--- src/rtl/gshare_pkg.sv ---
// gshare_pkg: shared helpers for the gshare branch direction predictor.
//   cnt_ext_t     : counter container wide enough for the largest legal
//                   CNT_WIDTH (4); callers zero-extend into it and
//                   truncate the result back to their own width.
//   counter_init  : weakly-not-taken reset value, 2^(w-1)-1.
//   sat_inc       : saturating increment, clamps at 2^w-1.
//   sat_dec       : saturating decrement, clamps at 0.
//   gshare_index  : pc[..:2] XOR zero-extended history, masked to
//                   pht_width bits.
package gshare_pkg;

    localparam int CNT_WIDTH_MAX = 4;

    typedef logic [CNT_WIDTH_MAX-1:0] cnt_ext_t;

    function automatic cnt_ext_t counter_init(input int cnt_width);
        return cnt_ext_t'((1 << (cnt_width - 1)) - 1);
    endfunction

    function automatic cnt_ext_t sat_inc(input cnt_ext_t cnt, input int cnt_width);
        cnt_ext_t max_val;
        max_val = cnt_ext_t'((1 << cnt_width) - 1);
        return (cnt >= max_val) ? max_val : cnt + cnt_ext_t'(1);
    endfunction

    function automatic cnt_ext_t sat_dec(input cnt_ext_t cnt, input int cnt_width);
        cnt_ext_t ret;
        // Width is carried for symmetry with sat_inc; the floor is always 0.
        ret = (cnt == '0) ? '0 : cnt - cnt_ext_t'(1);
        if (cnt_width < 1) ret = '0;
        return ret;
    endfunction

    // History arrives already zero-extended to 32 bits by the caller.
    function automatic logic [31:0] gshare_index(input logic [31:0] pc,
                                                 input logic [31:0] hist,
                                                 input int          pht_width);
        logic [31:0] mask;
        mask = (32'd1 << pht_width) - 32'd1;
        return ((pc >> 2) ^ hist) & mask;
    endfunction

endpackage

--- src/rtl/gshare_predictor.sv ---
// gshare_predictor: gshare branch direction predictor.
// A table of 2^PHT_WIDTH saturating counters is indexed by
// pc[PHT_WIDTH+1:2] XOR a speculative global history register (ghr).
// Queries return the predicted direction and the history used one cycle
// later; resolved branches train the table and, on a misprediction,
// rebuild the ghr from the history carried with the branch.
// Ports:
//   clk, rst          : clock, synchronous active-high reset
//   rdy               : global ready; low freezes all state and outputs
//   query, query_pc   : prediction request from ifetch
//   predict_result    : registered prediction, 1 = taken
//   predict_ghr       : registered history used for that prediction
//   update, update_pc : branch resolution strobe and PC
//   update_ghr        : history snapshot that travelled with the branch
//   update_result     : actual outcome, 1 = taken
//   update_mispredict : with update, restores the ghr
module gshare_predictor
    import gshare_pkg::*;
#(
    parameter int PHT_WIDTH  = 6,
    parameter int HIST_WIDTH = 6,
    parameter int CNT_WIDTH  = 2
) (
    input  logic                  clk,
    input  logic                  rst,
    input  logic                  rdy,
    input  logic                  query,
    input  logic [31:0]           query_pc,
    output logic                  predict_result,
    output logic [HIST_WIDTH-1:0] predict_ghr,
    input  logic                  update,
    input  logic [31:0]           update_pc,
    input  logic [HIST_WIDTH-1:0] update_ghr,
    input  logic                  update_result,
    input  logic                  update_mispredict
);

    localparam int PHT_DEPTH = 1 << PHT_WIDTH;

    logic [CNT_WIDTH-1:0]  pht [PHT_DEPTH];
    logic [HIST_WIDTH-1:0] ghr;

    logic [PHT_WIDTH-1:0]  q_idx_p0;
    logic                  pred_bit_p0;
    logic [HIST_WIDTH-1:0] spec_ghr_p0;
    logic [PHT_WIDTH-1:0]  u_idx_p0;
    cnt_ext_t              u_cnt_ext_p0;
    logic [CNT_WIDTH-1:0]  u_cnt_next_p0;
    logic [HIST_WIDTH-1:0] rec_ghr_p0;
    logic [CNT_WIDTH-1:0]  cnt_reset_val;

    assign cnt_reset_val = CNT_WIDTH'(counter_init(CNT_WIDTH));

    // Stage p0: combinational index, read and counter update
    assign q_idx_p0     = PHT_WIDTH'(gshare_index(query_pc, 32'(ghr), PHT_WIDTH));
    assign pred_bit_p0  = pht[q_idx_p0][CNT_WIDTH-1];
    assign u_idx_p0     = PHT_WIDTH'(gshare_index(update_pc, 32'(update_ghr), PHT_WIDTH));
    assign u_cnt_ext_p0 = cnt_ext_t'(pht[u_idx_p0]);
    assign u_cnt_next_p0 = update_result ? CNT_WIDTH'(sat_inc(u_cnt_ext_p0, CNT_WIDTH))
                                         : CNT_WIDTH'(sat_dec(u_cnt_ext_p0, CNT_WIDTH));

    // A one-bit history has nothing to shift; it is just the newest bit.
    generate
        if (HIST_WIDTH == 1) begin : g_hist_one
            assign spec_ghr_p0 = pred_bit_p0;
            assign rec_ghr_p0  = update_result;
        end else begin : g_hist_wide
            assign spec_ghr_p0 = {ghr[HIST_WIDTH-2:0], pred_bit_p0};
            assign rec_ghr_p0  = {update_ghr[HIST_WIDTH-2:0], update_result};
        end
    endgenerate

    // Stage p1: table, history and output registers
    always_ff @(posedge clk) begin
        if (rst) begin
            for (int i = 0; i < PHT_DEPTH; i++) begin
                pht[i] <= cnt_reset_val;
            end
            ghr            <= '0;
            predict_result <= 1'b0;
            predict_ghr    <= '0;
        end else if (rdy) begin
            // Query reads the pre-edge counter and history, so a same-cycle
            // update or recovery never bypasses into the prediction.
            if (query) begin
                predict_result <= pred_bit_p0;
                predict_ghr    <= ghr;
            end
            if (update) begin
                pht[u_idx_p0] <= u_cnt_next_p0;
            end
            // Recovery wins over the speculative shift of a concurrent query.
            if (update && update_mispredict) begin
                ghr <= rec_ghr_p0;
            end else if (query) begin
                ghr <= spec_ghr_p0;
            end
        end
    end

endmodule

--- config.mk ---
export PLATFORM = sky130hd
export DESIGN_NAME = gshare_predictor
export DESIGN_NICKNAME = d
export VERILOG_FILES = /design/src/rtl/gshare_pkg.sv /design/src/rtl/gshare_predictor.sv
export SDC_FILE = /design/constraint.sdc
export NUM_CORES = 1
export LEC_CHECK = 0
export BUFFER_PORTS_ARGS = -buffer_cell sky130_fd_sc_hd__buf_2
export CAP_MARGIN = 20
export CORE_MARGIN = 1
export CORE_UTILIZATION = 59
export DETAILED_ROUTE_END_ITERATION = 7
export GPL_TIMING_DRIVEN = 0
export PLACE_DENSITY = 0.82
export SETUP_SLACK_MARGIN = 0.4
export SLEW_MARGIN = 0
export SYNTH_ARGS = -nofsm -noshare
export SYNTH_HDL_FRONTEND = slang
export SYNTH_SLANG_ARGS = --single-unit
export TNS_END_PERCENT = 5
--- constraint.sdc ---
create_clock -name clk -period 4.1 [get_ports clk]
set_input_delay 0 -clock clk [delete_from_list [all_inputs] [get_ports clk]]
set_output_delay 0 -clock clk [all_outputs]
set_load 0.1 [all_outputs]
==> results.txt <==
The number of antenna repair diodes came out at 0. The total number of vias came out at between 6k and 7k. The terminus of the critical flop-to-flop path is ghr[0]. The H-tree depth is 4.

The maximum number of pins on one net before global-route repair came out at 17. After detailed routing, the number of vias per cell comes to between 6 and 7. The layout net count is around 810.

From synthesis to final layout, the design area changed by 13.62%. The run finished with clean final reports. For this design the top-level I/O count stands at 84. Setup repair after global routing could not meet its margin everywhere. The area of all placed cells without fillers came out at roughly 0.0089 mm^2. The cell area after placement came out at roughly 0.008 mm^2.

The maximum net fanout on the critical path came out at 10. The filler cell count came out at between 900 and 1k. The first-pass iteration count of the detailed router came out at 8.

The number of setup violations in the final report is 0. The deepest clock path buffer count came out at 2. In this run the clock root is driven by a clkbuf_16.

The worst path arrival time came out at 4.05 ns. The gate count after technology mapping is around 680. The largest individual stage delay along the critical path comes from the cell xor2_1.

The worst setup path is of the register to register kind. The DRC violation total after the first TritonRoute iteration came out at around 900. Dividing the final minimum period by the clock period gives between 90% and 100%. Summed over all cells, the static leakage comes to between 0.002 and 0.003 uW. The worst setup skew after layout is 0.006819 ns. The routed wire length per instance came out at between 20 and 30 um. The net count after synthesis is 752.

STA classifies the critical path endpoint as a register. In this design, the stage delay of the slowest critical-path cell is slightly above 0.9 ns. The number of warnings issued by yosys came out at 0.

The start point of the critical path is ghr[1]. The synthesized netlist contains about 50 unique library cells. The weighted congestion at the end of routability-driven global placement came out at about 1.0.

The post-route minimum period is about 3.8 ns. The final antenna-violating net count is 0. In this run, synthesis inferred between 100 and 150 flip-flops with an integrated enable. The number of hold-slack violations in the final timing report is 0. The data required time of the critical path came out at between 4 and 5 ns. The signal on the critical path passes through xor2_1 > clkbuf_1 > mux4_2 > mux4_2 > mux2i_1 > or3_1 > o21ai_0 > nand3_1 > o21ai_0.

The number of sinks on the clock net came out at 141. The clock tree from TritonCTS is built. The combined global-route utilization of all metal layers is 39.18%. The post-synthesis area per instance came out at 11.57 um^2. The effective utilization at floorplan is between 60% and 70%. The row count came out at between 40 and 50. The number of antenna violations at the first check in global routing is 0. The y dimension of the die is roughly 120 um.

The final setup slack of the worst path is 0.3492 ns. The number of design rule violations left after detail routing is 0. The number of slew-limit violations in the final report is 0.

The sequential share of the synthesized area is a little over half. Headroom to the max-slew limit came out at 23.30%. The worst register-to-register path begins at ghr[1]. After floorplanning, the core was sized to cover ~0.013 mm^2. The wire length after detailed routing is between 20000 and 30000 um. Summed over all layers, the global routing overflow is 0. The share of layout cells above drive strength 1 came out at a little under a fifth. The total CTS buffers came out at 17. The async set-reset flop share out of synthesis came out at 0%.

For the worst-skew pair, the clock arrives at the later sink with an insertion delay of approximately 0.44 ns. The most used flip-flop cell after synthesis is edfxtp_1. The total power came out at between 3000 and 4000 uW. The width of the die is between 100 and 150 um. The HPWL reported at the end of detailed placement came out at approximately 17000 um.

Leaving out fill and tap cells, the most frequent cell in the layout is edfxtp_1. The via count of the first global-routing pass is about 6.1k. The worst register-to-register path has a setup slack of around 0.35 ns. The number of maximum-capacitance violations is 0. Prior to clock tree synthesis, the placed netlist has a worst setup slack of approximately 0.16 ns. The number of I/O port buffers is 29.

The most critical setup path has its endpoint at ghr[0]. The count of state elements after synthesis is roughly 140. The power density over cell area came out at approximately 450 mW/mm^2. The highest clock rate is between 0.2 and 0.3 GHz. The sum of negative setup slack is 0 ns. The combined area of all synthesized cells is 0.007807 mm^2. The wire length of the first global-routing pass came out at around 37000 um. The slew at the pin closest to its max-slew limit came out at around 1.1 ns.

The clock-pin slew on the worst setup and hold paths came out at roughly 0.060 ns. The area of the die came out at between 0.01 and 0.015 mm^2. The worst hold path belongs to the class input port to register.

For the worst flop-to-flop path, the logic depth is 9. The type of element launching the critical path is a register. The worst IR drop on VDD is between 0.0003 and 0.0004 V. The library cells used most frequently in the layout, excluding fill and tap cells, are edfxtp_1 (128), nand2_1 (93), nor2_1 (74), nand3_1 (64), nand2b_1 (53).
[cells by family after synthesis]
kind of cell	after synthesis	share of synthesized area (%)
and+or+nand+nor	332	20.79
DFF	141	52.56
AOI/OAI and AO/OA	70	6.378
buffers and inverters	58	4.006
muxes	54	13.49
xor gates and xnor gates	18	2.500
adders and majority gates	2	0.2724
[layer usage]
metal | routed length, um | up-vias | track usage [%]
met4 | 1568 | 0 | 23.97
met2 | 11160 | 576 | 58.46
met1 | 8576 | 3006 | 49.42
met3 | 3793 | 122 | 13.59
met5 | 0 | - | 0
li1 | - | 2641 | -
[flip-flops by register name, summed over array words and instances, names as in the netlist]
name	cells
predict_result	1
predict_ghr	6
pht	128
ghr	6
[critical path, delay by kind of cell, from the launching register on]
kind,cells,cell delay (ns)
flops,1,0.40
xor+xnor,1,0.91
compound gates,2,0.21
buf+inv,1,0.74
mux,3,1.12
simple gates,2,0.23
[worst min path at each step]
stage | startpoint | endpoint | depth (start not counted)
4_1_cts | update_mispredict | ghr[0] | 4
3_5_place_dp | update_ghr[4] | ghr[5] | 3
2_1_floorplan | update_ghr[4] | ghr[5] | 2
5_1_grt | update_mispredict | ghr[4] | 4
6_report | update_mispredict | ghr[0] | 4
3_3_place_gp | update_ghr[3] | ghr[4] | 3
[cell type report]
cell class | count | area [um^2] | share of cell area (%)
tap | 172 | 215.2 | 2.426
multi-input combinational | 476 | 3415 | 38.49
clock buffer | 18 | 429.2 | 4.838
inverter | 1 | 3.754 | 0.04231
sequential | 141 | 4104 | 46.26
timing repair buffer | 41 | 250.2 | 2.821
clock inverter | 14 | 145.1 | 1.636
buffer | 57 | 309.0 | 3.484
[synthesized netlist by cell type, drive strengths merged (5+ instances only)]
cell type,instances,area share (%)
a31oi,5,0.40
a22oi,5,0.48
dfxtp,13,3.3
nand3,77,5.8
xnor2,8,0.90
a221oi,9,1.1
o21ai,7,0.45
nand2b,53,4.2
mux2,10,1.4
edfxtp,128,49
nor3,14,0.90
a311oi,6,0.67
xor2,10,1.6
a21oi,12,0.77
nor2,75,3.7
nand2,93,4.5
mux2i,7,0.90
a21o,12,1.2
clkbuf,33,1.6
mux4,37,11
o22ai,5,0.40
buf,24,2.4
nor4,12,0.96
[what timing repair did]
| item | in CTS | in global routing |
|---|---|---|
| hold buffers | 7 | 0 |
| setup endpoints to repair | 1 | 3 |
| resized for setup | 1 | 1 |
| setup buffers | 0 | 0 |
| endpoints found under the hold margin | 13 | 0 |
[report_power, final]
part / switching, uW / total [uW] / internal, uW / leakage (uW)
registers: 25.1 / 1630 / 1600 / 0.00125
clock network: 630 / 1520 / 892 / 0.000262
logic: 565 / 845 / 280 / 0.00136
[per-stage QoR]
stage / hold WS [ns] / instances / utilization (%)
after global placement: 0.3137 / 876 / 63.94
after CTS: 0.01973 / 917 / 69.24
after global routing: 0.07986 / 920 / 69.45
after floorplan: 0.1590 / 675 / -
final: 0.02662 / 920 / 69.45
after detailed placement: 0.3227 / 878 / 64.14
(Power assumes the default switching activity.)
